**config.mk**
```make
export PLATFORM = sky130hd
export DESIGN_NAME = demux_1to8_8bit_reg
export DESIGN_NICKNAME = d
export VERILOG_FILES = /design/src/rtl/demux_1to8_8bit_reg.sv
export SDC_FILE = /design/constraint.sdc
export NUM_CORES = 1
export LEC_CHECK = 0
export BUFFER_PORTS_ARGS = -buffer_cell sky130_fd_sc_hd__buf_2
export CAP_MARGIN = 25
export CELL_PAD_IN_SITES_DETAIL_PLACEMENT = 1
export CELL_PAD_IN_SITES_GLOBAL_PLACEMENT = 1
export CORE_UTILIZATION = 33
export DETAILED_ROUTE_END_ITERATION = 12
export PLACE_DENSITY = 0.67
export SYNTH_ARGS = -nofsm -noshare
export SYNTH_HDL_FRONTEND = slang
export SYNTH_SLANG_ARGS = --single-unit
```
**constraint.sdc**
```tcl
create_clock -name clk -period 3.8 [get_ports clk]
set_input_delay 0.38 -clock clk [delete_from_list [all_inputs] [get_ports clk]]
set_output_delay 0.38 -clock clk [all_outputs]
set_load 0.02 [all_outputs]
```
**src/rtl/demux_1to8_8bit_reg.sv**
```systemverilog
// Registered 1-to-8 demultiplexer: steers one handshaked input word into one of
// eight single-entry holding registers, each drained by its own consumer handshake.
module demux_1to8_8bit_reg #(
    parameter int WIDTH = 8,
    parameter int NCH   = 8
) (
    input  logic                 clk,
    input  logic                 rst,
    input  logic                 clr,
    input  logic                 in_valid,
    output logic                 in_ready,
    input  logic [WIDTH-1:0]     in_data,
    input  logic [2:0]           in_sel,
    output logic [NCH*WIDTH-1:0] out_data,
    output logic [NCH-1:0]       out_valid,
    input  logic [NCH-1:0]       out_ready,
    output logic [3:0]           occ
);

    logic [WIDTH-1:0] r_data [NCH];
    logic [NCH-1:0]   r_valid;
    logic [3:0]       r_occ;

    logic             w_write;
    logic [NCH-1:0]   w_valid_nxt;
    logic [3:0]       w_occ_nxt;

    // A full channel being drained this cycle may be refilled in the same cycle.
    assign in_ready = ~clr & (~r_valid[in_sel] | out_ready[in_sel]);
    assign w_write  = in_valid & in_ready;

    always_comb begin
        w_valid_nxt = r_valid;
        w_occ_nxt   = '0;
        for (int unsigned k = 0; k < NCH; k++) begin
            if (clr) begin
                w_valid_nxt[k] = 1'b0;
            end else if (w_write && (in_sel == 3'(k))) begin
                w_valid_nxt[k] = 1'b1;
            end else if (r_valid[k] && out_ready[k]) begin
                w_valid_nxt[k] = 1'b0;
            end
            w_occ_nxt = w_occ_nxt + 4'(w_valid_nxt[k]);
        end
    end

    always_ff @(posedge clk or posedge rst) begin
        if (rst) begin
            r_valid <= '0;
            r_occ   <= '0;
            for (int unsigned k = 0; k < NCH; k++) begin
                r_data[k] <= '0;
            end
        end else begin
            r_valid <= w_valid_nxt;
            r_occ   <= w_occ_nxt;
            for (int unsigned k = 0; k < NCH; k++) begin
                if (w_write && (in_sel == 3'(k))) begin
                    r_data[k] <= in_data;
                end
            end
        end
    end

    always_comb begin
        out_data = '0;
        for (int unsigned k = 0; k < NCH; k++) begin
            out_data[k*WIDTH +: WIDTH] = r_data[k];
        end
    end

    assign out_valid = r_valid;
    assign occ       = r_occ;

endmodule

```
==> results.cfg <==
[run_status]
status = finished, final reports clean

[sta]
min_period_ns = 3.215
clock_skew_ns = 0.01199
setup_viol = 0
rsz0062_at_grt = no
worst_slew_pin_slew_ns = 0.7519
relSlewSlack_pct = 49.87
hold_viol_final = 0
fmax_mhz = 311.1
period_share_pct = 84.59
finalMaxSlewViolations = 0
tns_ns = 0

[global_routing]
grt_usage_pct = 16.81
grt_max_degree = 60
antenna_found_initial = 0
grt_pass1_vias = 2264
overflow = 0
grt_first_pass_wirelength_mm = 12.69

[yosys]
synth_fa_ha_area_share_pct = 3.602
synth_mux_area_share_pct = 22.99
syn_inst = 211
synth_edf_count = 0
synth-seq-cells = 76
yosys_warnings = 0
seq_area_frac_synth_pct = 58.24
syn_area_um2 = 3266
synthXorXnorAreaFrac_pct = 0.2682
yosysTopAreaCellShare_pct = 58.24
synth_top_flop_cell = dfrtp_1
avgSynthCellArea_um2 = 15.48
yosysUniqueCellTypes = 37
async_reset_ff_share_pct = 100.0
synth_top_cell_by_area = dfrtp_1
yosys.area_share.simple_pct = 8.582
synth_top_family_by_area = multiplexers
synth.most_common_cell = dfrtp_1
synthTopCellsByCount = 76 x dfrtp_1, 56 x mux2_2, 8 x inv_1, 8 x mux2_4, 7 x a21oi_1
synth-compound-area-share_pct = 4.253
ys_top_cells_by_area = dfrtp_1 58%, mux2_2 19%, mux2_4 3.7%
syn-num-nets = 241

[power_and_ir_drop]
ir_drop_mv = 0.2280
p_int_uw = 1605
sw_frac_of_total_pct = 31.39
power.total_uw = 2339
seqPwrFrac_pct = 44.8
power_density_nw_per_um2 = 559.3
switching_power_uw = 734.0
power_frac_comb_pct = 26.6
leakagePower_uw = 0.002092
p_clk_share_pct = 28.6

[routing]
met1_length_mm = 3.613
wl_met2_mm = 3.753
avgRoutedWirePerCell_um = 17.37
vias_per_cell = 4.713
dr.pass1.iters = 4
final_antenna_net_count = 0
drt_iter0_markers = 42
dr_wl_met3_um = 567
drt-total-wl_mm = 7.988
drc = 0
num_vias = 2168
top_layer = met4

[clock_network]
hold_buffers = 0
clk_pin_slew_ns = 0.08
post_cts_buffers = 0
cts_buffers = 9
htree_levels = 3
clock_latency_ns = 0.34
root_buffer = clkbuf_8
clock_sinks = 76
cts_tree = done
cts_resized = 0
cts_buffer_depth = 2

[hold_path]
holdCritPathClass = in -> async

[floorplanning]
rows = 35
die_width_um = 101.5
fp.dieH_um = 101.5
pin_count = 100
die_area_um2 = 10300
core_area_um2 = 9415
initial_core_util_pct = 34.68

[finish]
fin_util_pct = 44.41
drive_gt1_share_pct = 60.42
layout.nets = 356
fill_cells = 1029
final_cells = 460
area_delta_synth_final_pct = 28.05
diodes = 0

[worst_setup_path]
critPathKind = in -> reg
worstPathCellList = buf_2 -> nor3b_2 -> nand3_1 -> a21o_1 -> fa_1 -> fa_1 -> fa_1 -> inv_1 -> ha_1 -> inv_1 -> fa_1 -> xnor2_1
worst_setup_path_start_kind = primary input
cp_top_family = adder cells
cpPeakStageDelay_ns = 0.55
cp.arrival_ns = 3.44
end_kind = register
path_buf_inv = 3
cpMostUsedCell = fa_1
critPathMaxFanout = 4
slowest_stage = fa_1
required_ns = 4.02

[run]
cap_violations = 0

[placed_design]
place_congestion = 0.7433
hpwl_mm = 5.621
dp.cells = 444
port_buffers = 99
[routing by layer]
layer | GRT usage, % | up-vias
met2 | 25.85 | 67
met3 | 5.797 | 6
met1 | 22.75 | 1111
li1 | - | 984
met5 | 0 | -
met4 | 4.348 | 0
[area by class of cell]
type / count / area, um2 / area share, %
multi-input combinational: 122 / 1296 / 31.00
inverter: 8 / 30.03 / 0.7181
clock inverter: 2 / 38.79 / 0.9276
tap: 129 / 161.4 / 3.860
sequential: 76 / 1902 / 45.48
clock buffer: 14 / 182.7 / 4.369
timing repair buffer: 109 / 570.5 / 13.64
[registers in the layout, indices dropped and copies added (netlist names)]
name,flops
occ,4
out_data,64
out_valid,8
[stage by stage]
| stage | setup slack [ns] | hold WS [ns] | instance area [um2] |
|---|---|---|---|
| floorplan | 0.1743 | 0.5285 | 3266 |
| global placement | 0.3001 | 0.3763 | 3960 |
| detailed placement | 0.2010 | 0.3809 | 3960 |
| CTS | 0.5604 | 0.002401 | 4182 |
| global route | 0.4624 | 0.01417 | 4182 |
| finish | 0.5854 | 0.004653 | 4182 |
[power by group through the flow]
stage	clock, uW	combinational (uW)	sequential (uW)
finish	670	622	1050
floorplan	0	188	1260
detailed placement	0	633	1060
global route	727	667	1070
CTS	690	634	1050
global placement	0	623	1060
[kinds of logic (layout without fill, tap and decap cells)]
family	count (synthesis)	in the layout
muxes	64	64
xor gates and xnor gates	1	1
DFF	76	76
buffers and inverters	13	133
AOI/OAI and AO/OA	20	20
and+or+nand+nor	30	30
adders and majority gates	7	7
[placed cells by master (no fill, tap or decap), drive strengths merged, types with 3 or more instances in the layout]
| master | netlist | final |
|---|---|---|
| a21oi | 7 | 7 |
| o21bai | 3 | 3 |
| mux2 | 64 | 64 |
| buf | 3 | 109 |
| o21ba | 3 | 3 |
| ha | 3 | 3 |
| dfrtp | 76 | 76 |
| nand2b | 5 | 5 |
| fa | 4 | 4 |
| a21o | 4 | 4 |
| nor4b | 4 | 4 |
| inv | 8 | 9 |
| nor2b | 4 | 4 |
| clkbuf | 2 | 14 |
[worst paths after layout]
kind | startpoint | end | slack, ns | cells after the start
min in group clk | in_data[0] | out_data[48] | 0.37 | 2
max in group asynchronous | rst | out_valid[0] | 2.71 | 3
min reg2reg | out_data[2] | out_data[2] | 0.51 | 1
max | in_sel[2] | occ[2] | 0.59 | 12
min | rst | out_data[46] | 0.005 | 2
max reg2reg | out_valid[0] | occ[2] | 0.59 | 11
(Power assumes the default switching activity.)
